<file path="src/rtl/csr_stage_if.sv">
// Execute-to-CSR bundle: timer counters, incoming instruction fields and the
// registered results handed to writeback.
interface csr_stage_if;
  logic [63:0] reg_cycle;
  logic [63:0] reg_time;
  logic [63:0] reg_mtime;
  logic [63:0] reg_mtimecmp;
  logic        wb_branch_hazard;
  logic [63:0] input_inst_id;
  logic [2:0]  input_csr_cmd;
  logic [31:0] input_op1_data;
  logic [31:0] input_imm_i;
  logic        input_interrupt_ready;
  logic [31:0] if_reg_pc;
  logic [2:0]  output_csr_cmd;
  logic [31:0] csr_rdata;
  logic [31:0] trap_vector;
  logic        output_stall_flg_may_interrupt;

  modport master (
    output reg_cycle, reg_time, reg_mtime, reg_mtimecmp, wb_branch_hazard, input_inst_id,
           input_csr_cmd, input_op1_data, input_imm_i, input_interrupt_ready, if_reg_pc,
    input  output_csr_cmd, csr_rdata, trap_vector, output_stall_flg_may_interrupt
  );

  modport slave (
    input  reg_cycle, reg_time, reg_mtime, reg_mtimecmp, wb_branch_hazard, input_inst_id,
           input_csr_cmd, input_op1_data, input_imm_i, input_interrupt_ready, if_reg_pc,
    output output_csr_cmd, csr_rdata, trap_vector, output_stall_flg_may_interrupt
  );
endinterface

</file>
<file path="src/rtl/csr_stage.sv">
// Machine-mode CSR unit: CSR read-modify-write, ECALL/MRET and machine timer
// interrupt entry, with results registered toward writeback.
module csr_stage #(
  parameter int unsigned FMAX_MHz = 27
) (
  input logic        clk,
  input logic        reset,
  csr_stage_if.slave bus
);

  localparam logic [2:0] CmdX     = 3'd0;
  localparam logic [2:0] CmdW     = 3'd1;
  localparam logic [2:0] CmdS     = 3'd2;
  localparam logic [2:0] CmdC     = 3'd3;
  localparam logic [2:0] CmdEcall = 3'd4;
  localparam logic [2:0] CmdMret  = 3'd5;
  localparam logic [2:0] CmdInt   = 3'd6;

  logic        mie_q, mie_d, mpie_q, mpie_d, mtie_q, mtie_d;
  logic [29:0] mtvec_q, mtvec_d, mepc_q, mepc_d;
  logic [31:0] mscratch_q, mscratch_d, mcause_q, mcause_d;
  logic [63:0] last_id_q, last_id_d;
  logic [2:0]  cmd_q, cmd_d;
  logic [31:0] rdata_q, rdata_d, tvec_q, tvec_d;

  logic [11:0] addr;
  logic        mtip, pending, new_inst, take_int, cmd_valid;
  logic [31:0] rd_val, wdata;
  logic        unused_bits;

  assign addr        = bus.input_imm_i[11:0];
  assign unused_bits = ^{bus.input_imm_i[31:12], bus.if_reg_pc[1:0]};
  assign mtip        = bus.reg_mtime >= bus.reg_mtimecmp;
  assign pending     = mie_q & mtie_q & mtip;
  assign cmd_valid   = (bus.input_csr_cmd >= CmdW) && (bus.input_csr_cmd <= CmdMret);
  // A repeated id means upstream is stalled on an instruction already executed.
  assign new_inst    = !bus.wb_branch_hazard && cmd_valid && (bus.input_inst_id != last_id_q);
  assign take_int    = pending && bus.input_interrupt_ready && !bus.wb_branch_hazard && !new_inst;

  always_comb begin
    rd_val = 32'h0;
    case (addr)
      12'h300: rd_val = {24'h0, mpie_q, 3'b000, mie_q, 3'b000};
      12'h304: rd_val = {24'h0, mtie_q, 7'h0};
      12'h305: rd_val = {mtvec_q, 2'b00};
      12'h340: rd_val = mscratch_q;
      12'h341: rd_val = {mepc_q, 2'b00};
      12'h342: rd_val = mcause_q;
      12'h344: rd_val = {24'h0, mtip, 7'h0};
      12'hC00: rd_val = bus.reg_cycle[31:0];
      12'hC80: rd_val = bus.reg_cycle[63:32];
      12'hC01: rd_val = bus.reg_time[31:0];
      12'hC81: rd_val = bus.reg_time[63:32];
      default: rd_val = 32'h0;
    endcase
  end

  always_comb begin
    wdata = bus.input_op1_data;
    case (bus.input_csr_cmd)
      CmdS:    wdata = rd_val | bus.input_op1_data;
      CmdC:    wdata = rd_val & ~bus.input_op1_data;
      default: wdata = bus.input_op1_data;
    endcase
  end

  always_comb begin
    mie_d      = mie_q;
    mpie_d     = mpie_q;
    mtie_d     = mtie_q;
    mtvec_d    = mtvec_q;
    mepc_d     = mepc_q;
    mscratch_d = mscratch_q;
    mcause_d   = mcause_q;
    last_id_d  = last_id_q;
    cmd_d      = CmdX;
    rdata_d    = rdata_q;
    tvec_d     = tvec_q;
    if (new_inst) begin
      cmd_d     = bus.input_csr_cmd;
      rdata_d   = rd_val;
      last_id_d = bus.input_inst_id;
      case (bus.input_csr_cmd)
        CmdW, CmdS, CmdC: begin
          case (addr)
            12'h300: begin
              mie_d  = wdata[3];
              mpie_d = wdata[7];
            end
            12'h304: mtie_d     = wdata[7];
            12'h305: mtvec_d    = wdata[31:2];
            12'h340: mscratch_d = wdata;
            12'h341: mepc_d     = wdata[31:2];
            12'h342: mcause_d   = wdata;
            default: ;
          endcase
        end
        CmdEcall: begin
          mepc_d   = bus.input_op1_data[31:2];
          mcause_d = 32'd11;
          mpie_d   = mie_q;
          mie_d    = 1'b0;
          tvec_d   = {mtvec_q, 2'b00};
        end
        CmdMret: begin
          mie_d  = mpie_q;
          mpie_d = 1'b1;
          tvec_d = {mepc_q, 2'b00};
        end
        default: ;
      endcase
    end else if (take_int) begin
      cmd_d    = CmdInt;
      mepc_d   = bus.if_reg_pc[31:2];
      mcause_d = 32'h8000_0007;
      mpie_d   = mie_q;
      mie_d    = 1'b0;
      tvec_d   = {mtvec_q, 2'b00};
    end
  end

  always_ff @(posedge clk) begin
    if (reset) begin
      mie_q      <= 1'b0;
      mpie_q     <= 1'b0;
      mtie_q     <= 1'b0;
      mtvec_q    <= '0;
      mepc_q     <= '0;
      mscratch_q <= '0;
      mcause_q   <= '0;
      last_id_q  <= '1;
      cmd_q      <= CmdX;
      rdata_q    <= '0;
      tvec_q     <= '0;
    end else begin
      mie_q      <= mie_d;
      mpie_q     <= mpie_d;
      mtie_q     <= mtie_d;
      mtvec_q    <= mtvec_d;
      mepc_q     <= mepc_d;
      mscratch_q <= mscratch_d;
      mcause_q   <= mcause_d;
      last_id_q  <= last_id_d;
      cmd_q      <= cmd_d;
      rdata_q    <= rdata_d;
      tvec_q     <= tvec_d;
    end
  end

  assign bus.output_csr_cmd                 = cmd_q;
  assign bus.csr_rdata                      = rdata_q;
  assign bus.trap_vector                    = tvec_q;
  assign bus.output_stall_flg_may_interrupt = pending;

endmodule

</file>
<file path="src/flat_wrapper.sv">
// flat-port wrapper written by rule: the top's interface ports become plain ports
module csr_stage_flat 
#(
  parameter int unsigned FMAX_MHz = 27
)
  (clk, reset, bus_reg_cycle, bus_reg_time, bus_reg_mtime, bus_reg_mtimecmp, bus_wb_branch_hazard, bus_input_inst_id, bus_input_csr_cmd, bus_input_op1_data, bus_input_imm_i, bus_input_interrupt_ready, bus_if_reg_pc, bus_output_csr_cmd, bus_csr_rdata, bus_trap_vector, bus_output_stall_flg_may_interrupt);
  csr_stage_if bus_i ();
  input logic clk;
  input logic reset;
  input wire logic [$bits(bus_i.reg_cycle)-1:0] bus_reg_cycle;
  input wire logic [$bits(bus_i.reg_time)-1:0] bus_reg_time;
  input wire logic [$bits(bus_i.reg_mtime)-1:0] bus_reg_mtime;
  input wire logic [$bits(bus_i.reg_mtimecmp)-1:0] bus_reg_mtimecmp;
  input wire logic [$bits(bus_i.wb_branch_hazard)-1:0] bus_wb_branch_hazard;
  input wire logic [$bits(bus_i.input_inst_id)-1:0] bus_input_inst_id;
  input wire logic [$bits(bus_i.input_csr_cmd)-1:0] bus_input_csr_cmd;
  input wire logic [$bits(bus_i.input_op1_data)-1:0] bus_input_op1_data;
  input wire logic [$bits(bus_i.input_imm_i)-1:0] bus_input_imm_i;
  input wire logic [$bits(bus_i.input_interrupt_ready)-1:0] bus_input_interrupt_ready;
  input wire logic [$bits(bus_i.if_reg_pc)-1:0] bus_if_reg_pc;
  output wire logic [$bits(bus_i.output_csr_cmd)-1:0] bus_output_csr_cmd;
  output wire logic [$bits(bus_i.csr_rdata)-1:0] bus_csr_rdata;
  output wire logic [$bits(bus_i.trap_vector)-1:0] bus_trap_vector;
  output wire logic [$bits(bus_i.output_stall_flg_may_interrupt)-1:0] bus_output_stall_flg_may_interrupt;
  assign bus_i.reg_cycle = bus_reg_cycle;
  assign bus_i.reg_time = bus_reg_time;
  assign bus_i.reg_mtime = bus_reg_mtime;
  assign bus_i.reg_mtimecmp = bus_reg_mtimecmp;
  assign bus_i.wb_branch_hazard = bus_wb_branch_hazard;
  assign bus_i.input_inst_id = bus_input_inst_id;
  assign bus_i.input_csr_cmd = bus_input_csr_cmd;
  assign bus_i.input_op1_data = bus_input_op1_data;
  assign bus_i.input_imm_i = bus_input_imm_i;
  assign bus_i.input_interrupt_ready = bus_input_interrupt_ready;
  assign bus_i.if_reg_pc = bus_if_reg_pc;
  assign bus_output_csr_cmd = bus_i.output_csr_cmd;
  assign bus_csr_rdata = bus_i.csr_rdata;
  assign bus_trap_vector = bus_i.trap_vector;
  assign bus_output_stall_flg_may_interrupt = bus_i.output_stall_flg_may_interrupt;
  csr_stage #(.FMAX_MHz(FMAX_MHz)) u_core (.clk(clk), .reset(reset), .bus(bus_i));
endmodule
</file>
<file path="config.mk">
export PLATFORM = sky130hd
export DESIGN_NAME = csr_stage_flat
export DESIGN_NICKNAME = d
export VERILOG_FILES = /design/src/rtl/csr_stage_if.sv /design/src/rtl/csr_stage.sv /design/src/flat_wrapper.sv
export SDC_FILE = /design/constraint.sdc
export NUM_CORES = 1
export LEC_CHECK = 0
export CORE_ASPECT_RATIO = 1.1
export CORE_MARGIN = 1
export CORE_UTILIZATION = 30
export DETAILED_ROUTE_END_ITERATION = 10
export PLACE_DENSITY = 0.57
export SYNTH_ARGS = -nofsm -noshare
export SYNTH_HDL_FRONTEND = slang
export SYNTH_SLANG_ARGS = --single-unit
</file>
<file path="constraint.sdc">
create_clock -name clk -period 8.2 [get_ports clk]
set_input_delay 1.64 -clock clk [delete_from_list [all_inputs] [get_ports clk]]
set_output_delay 1.64 -clock clk [all_outputs]
set_load 0.005 [all_outputs]
</file>
==> impl_results.md, run 1 <==
* Port Buffers at 466
* Post-synth EDFFs at 0
* Critical path class: input pin to output port
* Sequential area share after synthesis at between 30% and 40%
* Slew Limit Fails at 0
* Cts hold-fix bufs at 0
* Share of layout cells above drive strength 1 at under 10%
* Cell repeated most along the worst path: clkdlybuf4s50_1
* Unrepaired setup endpoints after global routing: false
* Crit Path Max Fanout at 3
* Die width at 209 um
* Tmin final at approximately 6.4 ns
* Initial antenna violation count at 19
* WL final at 61.5 mm
* Synth Warn # at 0
* Req. time, crit path at ~6.6 ns
* Highest Clock Rate at ~160 MHz
* Clock transition at path regs at ~0.06 ns
* Area after DPL at 0.0194 mm^2
* Total track usage at 24.7%
* Antenna Nets Post-Route at 0
* Setup_tns at 0 ns
* Most frequent cells in the layout: 465 x clkdlybuf4s50_1, 376 x nand2_1, 256 x dfxtp_1
* Initial Util at between 30% and 40%
* Largest cells by area after synthesis: dfxtp_1 36%, nand2_1 9.9%, ha_1 5.6%, a21oi_1 4.2%, xnor2_1 3.9%
* Fin area at 0.0205 mm^2
* Initial DRT Pass Iterations at 6
* Worst slew pin tran at 1.14 ns
* Adder-Cell Fraction of Synth Area at 5.64%
* Max Root-Sink Buffers at 3
* Commonest register cell after synthesis: dfxtp_1
* H-tree Lvls at 1
* DIE HEIGHT at 230 um
* Post-synthesis mux area share at about 3.3%
* Tcrit/Tclk final at just under 80%
* Final Hold Vio Count at 0
* Post-layout nets at 2646
* Synthesized area per cell at 8.11 um^2
* Average via count per standard cell at 5.33
* Post-Synth Simple-Gate Area at 24.0%
* Initial DRC count at 1067
* DRC at 0
* Yosys top cell by area: dfxtp_1
* Max_slew headroom at 23.9%
* Post-Synth XOR/XNOR Area at 3.95%
* CP startpoint kind: input pin
* Via count at 14900
* Post-synthesis compound-gate area fraction at between 20% and 30%
* WL per Instance at 22.0 um
* Clock sink total at 256
* Num ports at 491
* Setup violators final at 0
* GR Overflow Total at 0
* Hpwl dp at 42.6 mm
* Via count of the first global-routing pass at 14800
* Slowest CP cell: clkdlybuf4s50_1
* Peak VDD IR at 0.154 mV
* CP Cell Sequence: clkdlybuf4s50_1 > inv_1 > ha_1 > nand2_1 > nor4_1 > or4b_1 > a31o_1 > a21oi_2 > or2_2 > and3_1 > clkdlybuf4s50_1
* Async set-reset flop share out of synthesis at 0%
* Seq cells post-synth at 256
* CTS tree: done
* Clk_lat worst skew at approximately 0.60 ns
* Total setup buffers inserted after CTS at 0
* Setup Skew at 0.0124 ns
* First-pass GRT wire length at around 90 mm
* Cell variety after synth at 68
* Crit-path max cell delay at 0.55 ns
* Layout area overhead at 44.6%
* CTS root buffer: clkbuf_16
* CP Capture Type: output port
* Max-Cap Viols at 0
* Mapped Area at about 0.014 mm^2
* Share of the synthesized area in the top cell type at 36.1%
* GP Congestion at about 0.90
* Largest net degree at the start of global routing at 107
* Resized cells post-CTS at 0
* Largest family of logic cells by synthesized area: simple AND/OR/NAND/NOR gates
* Most common cell after layout, fill and taps aside: clkdlybuf4s50_1
* Mapped Cells at 1751
* CTS Buf Count at 31
* Hold Path Class: flip-flop to flip-flop
* Core ar. at 0.0467 mm^2
* Die area at 0.0482 mm^2
* Worst Path Arrival at 4.71 ns
* Pwr dens at 169 mW/mm^2
* Status: finished clean
* Leakage at between 7 and 8 nW
* Std-Cell Rows at 83
synthesized netlist by cell type (6+ instances only):
cell type and n:
a21o_1 8, nand3_1 20, nand2b_1 8, a311oi_1 16, nand3b_1 64, ha_1 64
xnor2_1 64, clkbuf_1 74, nor2_1 136, nand4_1 38, a311oi_2 13, a22oi_1 42
inv_1 71, a22o_1 52, a222oi_1 8, o31ai_2 12, a31oi_1 7, o21ai_0 18
and4_1 6, buf_2 27, dfxtp_1 256, a211oi_1 73, mux2i_1 44, nand2_1 376
o31ai_1 9, buf_1 8, nor4_1 10, and3_1 10, nor3_1 16, a21oi_1 120
a221oi_1 8
final timing paths:
| check | slack [ns] | end | from | depth (start not counted) |
|---|---|---|---|---|
| setup / recovery | 1.85 | bus_output_stall_flg_may_interrupt | bus_reg_mtimecmp[15] | 11 |
| hold / removal | 0.45 | u_core.mscratch_q[8] | u_core.mscratch_q[8] | 2 |
| setup reg to reg | 3.90 | u_core.mie_q | u_core.last_id_q[4] | 11 |
| hold reg to reg | 0.45 | u_core.mscratch_q[8] | u_core.mscratch_q[8] | 2 |
metrics by stage:
| stage | total power (W) | hold slack [ns] | worst slack (ns) | instances | util (%) |
|---|---|---|---|---|---|
| floorplan | 0.00163 | 0.431 | 3.15 | 1752 | - |
| global placement | 0.00196 | 0.438 | 1.83 | 2721 | 41.4 |
| detailed placement | 0.00197 | 0.447 | 1.85 | 2721 | 41.4 |
| CTS | 0.00350 | 0.454 | 1.84 | 2779 | 43.9 |
| global route | 0.00361 | 0.468 | 1.73 | 2788 | 43.9 |
| finish | 0.00347 | 0.454 | 1.85 | 2789 | 43.9 |
logic make-up (layout without fill, tap and decap cells):
group | count (synthesis) | count (layout)
flip-flops | 256 | 256
AO/OA/AOI/OAI | 410 | 410
AND/OR/NAND/NOR | 721 | 721
XOR/XNOR | 64 | 64
multiplexers | 45 | 45
adder cells (fa/ha/maj) | 64 | 64
other | 1 | 12
buffers and inverters | 190 | 622
sequential cells by signal, summed over array words and instances (netlist names):
| signal | flops |
|---|---|
| u_core.mie_q | 1 |
| u_core.mcause_q | 32 |
| u_core.mpie_q | 1 |
| u_core.bus.trap_vector | 30 |
| u_core.bus.csr_rdata | 32 |
| u_core.mtie_q | 1 |
| u_core.mscratch_q | 32 |
| u_core.mepc_q | 30 |
| u_core.mtvec_q | 30 |
| u_core.bus.output_csr_cmd | 3 |
| u_core.last_id_q | 64 |
area by class of cell:
type                    count  area [um^2]
diodes                     10         25.0
clock buffers              41          893
clock inverters            17          240
fillers                  4628        26200
inverters                  71          267
multi-input cells        1306         8360
flip-flops and latches    256         5120
well taps                 595          744
repair buffers            493         4870
where the power goes:
part | internal, W | switching, W
Combinational | 0.000327 | 0.000275
Clock | 0.000925 | 0.000601
Sequential | 0.00130 | 0.0000366
per-layer routing:
layer | wire length (um) | track usage [%]
met5 | 128 | 0
met4 | 2430 | 10.8
met3 | 4750 | 6.16
met2 | 28800 | 41.2
met1 | 25400 | 30.0
worst max-delay path, delay by kind of cell:
family                   cells  cell delay, ns
AND/OR/NAND/NOR              5            1.32
buffers and inverters        3            1.04
AO/OA/AOI/OAI                2            0.43
adder cells (fa/ha/maj)      1            0.29
No activity file was read; power rests on OpenSTA's default activity.
==> inputs of run 2 (changes only) <==
==> constraint.sdc (replaced) <==
create_clock -name clk -period 6.3 [get_ports clk]
set_input_delay 1.26 -clock clk [delete_from_list [all_inputs] [get_ports clk]]
set_output_delay 1.26 -clock clk [all_outputs]
set_load 0.005 [all_outputs]
==> run 2 against run 1 <==
Sequential cell count unchanged. Via count is 1.0% lower. Wire length fell by 0.42%. Sequential power up 30%. Critical path depth unchanged. Global-route usage fell by 0.11 points. Cell count is 0.18% higher. Critical endpoint unchanged. Utilization about the same. Sequential share of layout area about the same. Register-to-register slack worse by 1.7 ns. First-iteration DRC count increased by 7.2%.
==> impl_results.md, run 2 (synthesis gave the netlist of run 1 again) <==
* Status: finished clean
* Most common cell after layout, fill and taps aside: clkdlybuf4s50_1
* Layout area overhead at 44.7%
* Via count at 14700
* Max-Cap Viols at 0
* Placed insts at about 2700
* Cell repeated most along the worst path: clkdlybuf4s50_1
* First-pass GRT wire length at 89.9 mm
* Average via count per standard cell at 5.27
* Area after DPL at 0.0194 mm^2
* Worst slew pin tran at about 1.1 ns
* Tcrit/Tclk final at 88.1%
* H-tree Lvls at 1
* Largest net degree at the start of global routing at 99
* Share of layout cells above drive strength 1 at 6.44%
* R2R setup slack at 2.20 ns
* Hold Path Class: flip-flop to flip-flop
* Leakage at roughly 7.7 nW
* Slack of the critical path at approximately 0.75 ns
* Core ar. at roughly 0.047 mm^2
* Die area at 0.0482 mm^2
* GR Overflow Total at 0
* Final Core Density at 44.0%
* Clk_lat worst skew at 0.59 ns
* CTS tree: done
* Clock sink total at 256
* Most flops, register: u_core.last_id_q
* CTS root buffer: clkbuf_16
* Port Buffers at about 470
* HP Start: u_core.mscratch_q[12]
* GP Congestion at slightly above 0.9
* CP delay by family, top: simple AND/OR/NAND/NOR gates
* Total track usage at 24.6%
* Critical path class: input pin to output port
* Crit-path max cell delay at 0.55 ns
* Initial antenna violation count at 17
* Via count of the first global-routing pass at 14800
* Fin area at 0.0205 mm^2
* Final cell count without fillers at 2794
* Slowest CP cell: clkdlybuf4s50_1
* CP Capture Type: output port
* Setup Skew at 0.0256 ns
* Most frequent cells in the layout: 465 x clkdlybuf4s50_1, 376 x nand2_1, 256 x dfxtp_1
* Total setup buffers inserted after CTS at 0
* Std-Cell Rows at just over 80
* DIE HEIGHT at around 230 um
* WL per Instance at between 20 and 25 um
* WP buf/inv at 3
* Cts hold-fix bufs at 0
* Hold depth at 2
* Initial DRT Pass Iterations at 6
* Hpwl dp at 42.9 mm
* Setup violators final at 0
* CTS Buf Count at 31
* Max Root-Sink Buffers at 3
* Post-layout nets at 2653
* Worst r2r path cells at 10
* Setup WS pre-CTS at 0.633 ns
* Clock transition at path regs at 0.06 ns
* Pwr dens at between 200 and 250 mW/mm^2
* Worst Hold End: u_core.mscratch_q[12]
* Max reg flops at 64
* RR Endpoint: u_core.mepc_q[16]
* Tmin final at 5.55 ns
* Worst Path Arrival at approximately 4.3 ns
* Max_slew headroom at 27.9%
* Antenna Nets Post-Route at 0
* Initial Util at 30.4%
* Reg2reg start: u_core.last_id_q[4]
* DRC at 0
* Setup_tns at 0 ns
* Resized cells post-CTS at 0
* WL final at 61.2 mm
* Slew Limit Fails at 0
* Initial DRC count at 1144
* Num ports at 491
* Crit Path Max Fanout at 3
* Die width at 209 um
* CP Cell Sequence: clkdlybuf4s50_1 > inv_1 > ha_1 > nand2_1 > nor4_1 > or4b_1 > a31o_1 > a21oi_2 > or2_2 > and3_1 > clkdlybuf4s50_1
* CP startpoint kind: input pin
* Req. time, crit path at between 5 and 6 ns
* Final Hold Vio Count at 0
* Highest Clock Rate at 180 MHz
* Peak VDD IR at roughly 0.23 mV
* Unrepaired setup endpoints after global routing: false
==> run 2: cell types whose count changed in the layout (fill, tap and decap cells not counted) <==
cell and delta:
clkinvlp_4 -1, buf_4 +5, diode_2 -2, clkbuf_1 +6
buf_12 +2, clkbuf_8 -2, bufinv_16 -1, clkinv_4 -1
clkinv_2 -1
==> run 2: per-layer routing <==
metal | share of wire [%] | wire length, um | global-route usage [%]
met3 | 8.4 | 5170 | 5.78
met1 | 41 | 25200 | 30.1
met5 | 0.17 | 103 | 0
met2 | 47 | 28700 | 41.4
met4 | 3.3 | 2020 | 9.88
==> run 2: report_power, final <==
part           internal [W]  switching, W  leakage [nW]  total, W
logic              0.000427      0.000359          5.06  0.000786
clock network       0.00114      0.000761         0.525   0.00190
registers           0.00169     0.0000473          2.09   0.00174
==> run 2: area by class of cell <==
cell class                      count  area (um^2)
Timing Repair Buffer              500         4950
Antenna cell                        8         20.0
Clock buffer                       45          888
Fill cell                        4604        26200
Sequential cell                   256         5120
Inverter                           71          267
Tap cell                          595          744
Multi-Input combinational cell   1306         8360
Clock inverter                     13          189
==> run 2: metrics by stage <==
stage / hold slack (ns) / total power, W
5_1_grt: 0.464 / 0.00462
3_5_place_dp: 0.444 / 0.00256
4_1_cts: 0.453 / 0.00449
2_1_floorplan: 0.431 / 0.00212
6_report: 0.454 / 0.00443
3_3_place_gp: 0.438 / 0.00255
==> run 2: worst register-to-register path, stage by stage (launching register included) <==
cell and delay [ns]:
dfxtp_1 0.32, xnor2_1 0.47, nand4_1 0.14, nor4_1 0.43, nand4_1 0.44, nand2b_1 0.29, nor2_4 0.07, a211oi_4 0.76
buf_4 0.68, nor2_1 0.14, a311oi_1 0.29
==> run 2: worst max path at each step <==
| stage | cells after the start | from | slack, ns | end |
|---|---|---|---|---|
| 2_1_floorplan | 9 | bus_reg_mtimecmp[15] | 2.01 | bus_output_stall_flg_may_interrupt |
| 3_3_place_gp | 11 | bus_reg_mtimecmp[15] | 0.73 | bus_output_stall_flg_may_interrupt |
| 3_5_place_dp | 13 | bus_reg_mtimecmp[15] | 0.63 | u_core.mepc_q[16] |
| 4_1_cts | 11 | bus_reg_mtimecmp[15] | 0.69 | bus_output_stall_flg_may_interrupt |
| 5_1_grt | 11 | bus_reg_mtimecmp[61] | 0.57 | bus_output_stall_flg_may_interrupt |
| 6_report | 11 | bus_reg_mtimecmp[15] | 0.75 | bus_output_stall_flg_may_interrupt |
==> inputs of run 3 (changes only) <==
--- a/config.mk
+++ b/config.mk
@@ -5,11 +5,12 @@
 export SDC_FILE = /design/constraint.sdc
 export NUM_CORES = 1
 export LEC_CHECK = 0
+export ABC_AREA = 1
 export CORE_ASPECT_RATIO = 1.1
 export CORE_MARGIN = 1
 export CORE_UTILIZATION = 30
 export DETAILED_ROUTE_END_ITERATION = 10
-export PLACE_DENSITY = 0.57
+export PLACE_DENSITY = 0.56
 export SYNTH_ARGS = -nofsm -noshare
 export SYNTH_HDL_FRONTEND = slang
 export SYNTH_SLANG_ARGS = --single-unit
==> run 3 against run 2 <==
Non-clock buffer count fell by 11. Via count rose by 13%. Die area rose by 5.3%. Wire length rose by 2.6%. Sequential share of layout area fell by 0.59 points. Sequential cell count did not move. Critical endpoint unchanged. Largest cell class unchanged. Largest power group is now registers.
==> impl_results.md, run 3 <==
* Setup_tns at 0 ns
* Cts hold-fix bufs at 0
* CP Cell Sequence: clkdlybuf4s50_1 > inv_1 > ha_1 > nand2_1 > nor2_1 > nor3b_1 > nand2_1 > nor2_1 > nand2_1 > nand2_1 > nor2_1 > nand2_1 > nand2_1 > inv_1 > clkdlybuf4s50_1
* RR Endpoint: u_core.mepc_q[25]
* Cell repeated most along the worst path: nand2_1
* Adder-Cell Fraction of Synth Area at about 5.4%
* Highest Clock Rate at 203 MHz
* Hold Path Class: flip-flop to flip-flop
* Pwr dens at 204 mW/mm^2
* Synth top cells by count: 719 x nand2_1, 352 x nor2_1, 256 x dfxtp_1
* Antenna Nets Post-Route at 0
* Req. time, crit path at about 5 ns
* Status: finished clean
* Clock sink total at 256
* Via count at 16600
* R2R setup slack at 3.15 ns
* Crit-path max cell delay at about 0.52 ns
* Port Buffers at about 470
* Post-Synth Simple-Gate Area at 34.8%
* Initial antenna violation count at 14
* CP startpoint kind: input pin
* Via count of the first global-routing pass at 16000
* CTS root buffer: clkbuf_16
* DRC at 0
* Cell variety after synth at 44
* CP Capture Type: output port
* Largest cells by area after synthesis: dfxtp_1 34%, nand2_1 18%, nor2_1 8.8%, o21ai_0 6.3%, ha_1 5.4%
* Max_slew headroom at 26.8%
* Power, Total at 0.00430 W
* HP Start: u_core.mcause_q[18]
* Max reg flops at 64
* Final Hold Vio Count at 0
* H-tree Lvls at 1
* Slack of the critical path at 1.36 ns
* Die area at a little over 0.05 mm^2
* Leakage at approximately 9.4 nW
* Most flops, register: u_core.last_id_q
* Hold depth at 2
* Initial Util at 30.5%
* Worst r2r path cells at 11
* Mapped Cells at between 2000 and 2500
* Setup Skew at 0.0142 ns
* Initial DRT Pass Iterations at 5
* Final cell count without fillers at roughly 3400
* Post-synth EDFFs at 0
* Slew Limit Fails at 0
* Commonest register cell after synthesis: dfxtp_1
* Crit Path Max Fanout at 3
* Tcrit/Tclk final at between 70% and 80%
* Std-Cell Rows at 85
* Async set-reset flop share out of synthesis at 0%
* WL final at around 63 mm
* Share of layout cells above drive strength 1 at 4.31%
* Yosys top cell by area: dfxtp_1
* Sequential area share after synthesis at 34.3%
* Post-Synth XOR/XNOR Area at 3.16%
* WP buf/inv at 4
* Worst Path Arrival at about 3.7 ns
* Worst slew pin tran at 1.09 ns
* Worst Hold End: u_core.mcause_q[18]
* Max-Cap Viols at 0
* DIE HEIGHT at 236 um
* Met3 Use GR at 7.07%
* Most common cell after layout, fill and taps aside: nand2_1
* Critical path class: input pin to output port
* Grt peak-use layer: met2
* Post-layout nets at 3247
* Hpwl dp at roughly 45 mm
* Grt met2 use at 39.9%
* CTS Buf Count at 31
* Clock transition at path regs at roughly 0.060 ns
* Post-synthesis mux area share at 0%
* GP Congestion at 0.902
* Post-synthesis compound-gate area fraction at 13.2%
* Setup WS pre-CTS at ~1.3 ns
* Synthesized area per cell at 6.34 um^2
* Share of the synthesized area in the top cell type at between 30 and 40%
* Slowest CP cell: clkdlybuf4s50_1
* Synth Warn # at 0
* Layout area overhead at 40.6%
* First-pass GRT wire length at 95.1 mm
* CP delay by family, top: buffers and inverters
* Most frequent cell after synthesis: nand2_1
* Core ar. at 0.0490 mm^2
* Max Root-Sink Buffers at 3
* Seq cells post-synth at 256
* GR Overflow Total at 0
* Largest family of logic cells by synthesized area: simple AND/OR/NAND/NOR gates
* Reg2reg start: u_core.last_id_q[58]
* Setup violators final at 0
* Average via count per standard cell at 4.84
* Unrepaired setup endpoints after global routing: false
* Met1 Usage GRT at ~31%
* CTS tree: done
* WL per Instance at 18.3 um
* Most frequent cells in the layout: 719 x nand2_1, 465 x clkdlybuf4s50_1, 349 x nor2_1
* Placed insts at between 3000 and 4000
* Clk_lat worst skew at 0.57 ns
* Tmin final at 4.94 ns
* Resized cells post-CTS at 0
* Initial DRC count at roughly 1100
* Largest net degree at the start of global routing at 110
* Mapped Area at 0.0150 mm^2
* Final Core Density at 42.9%
* Total track usage at 24.2%
* Die width at 215 um
* Total setup buffers inserted after CTS at 0
* Peak VDD IR at between 0.15 and 0.2 mV
* Num ports at 491
[run 3: cell count changes after synthesis, moves of 42 or more]
cell,change
inv_1,+117
nand3_1,+119
mux2i_1,-44
a22o_1,-52
nor2_1,+216
nand3b_1,-62
a211oi_1,-62
a22oi_1,-42
o21ai_0,+169
nand2_1,+343
[run 3: how the worst max path moves through the flow]
stage	startpoint	end	slack (ns)	depth (start not counted)
finish	bus_reg_mtimecmp[55]	bus_output_stall_flg_may_interrupt	1.36	15
global route	bus_reg_mtimecmp[55]	bus_output_stall_flg_may_interrupt	1.02	13
CTS	bus_reg_mtimecmp[55]	bus_output_stall_flg_may_interrupt	1.28	13
detailed placement	bus_reg_mtimecmp[55]	bus_output_stall_flg_may_interrupt	1.28	13
global placement	bus_reg_mtimecmp[55]	bus_output_stall_flg_may_interrupt	1.27	15
floorplan	bus_reg_mtimecmp[55]	bus_output_stall_flg_may_interrupt	2.64	13
[run 3: cells by family (layout without fill, tap and decap cells)]
family,count (synthesis),in the layout
AO/OA/AOI/OAI,375,375
XOR/XNOR,54,54
adder cells (fa/ha/maj),64,64
buffers and inverters,325,746
flip-flops,256,256
other,1,8
AND/OR/NAND/NOR,1284,1284
[run 3: worst reg2reg max path: stages (launching register included)]
cell     delay, ns
dfxtp_1       0.31
xor2_1        0.15
nor3_1        0.27
nand4_1       0.15
nor2_1        0.18
nand3_1       0.21
nand2_4       0.37
nand2_2       0.32
nand2_2       0.39
inv_2         0.42
nor2_1        0.22
nor2_1        0.06
[run 3: layout make-up]
class / instances / area, um^2
Fill cell: 5096 / 28000
Multi-Input combinational cell: 1779 / 8500
Sequential cell: 256 / 5120
Timing Repair Buffer: 489 / 4830
Clock buffer: 44 / 875
Tap cell: 652 / 816
Inverter: 203 / 769
Clock inverter: 10 / 103
Antenna cell: 6 / 15.0
[run 3: power by group]
| group | internal [W] | switching, W | leakage, nW | total [W] |
|---|---|---|---|---|
| Sequential | 0.00170 | 0.0000462 | 2.09 | 0.00175 |
| Clock | 0.00104 | 0.000713 | 0.483 | 0.00175 |
| Combinational | 0.000415 | 0.000389 | 6.82 | 0.000804 |
[run 3: through the flow]
| step | cell area, um^2 | hold WS [ns] |
|---|---|---|
| after global routing | 21000 | 0.479 |
| after CTS | 21000 | 0.464 |
| after global placement | 20000 | 0.446 |
| after floorplan | 15000 | 0.425 |
| after detailed placement | 20000 | 0.451 |
| final | 21000 | 0.462 |
[run 3: layer usage]
| layer | up-vias | wire length [um] |
|---|---|---|
| li1 | 8300 | - |
| met1 | 7641 | 26800 |
| met2 | 597 | 28800 |
| met3 | 95 | 5860 |
| met4 | 16 | 1220 |
| met5 | - | 106 |
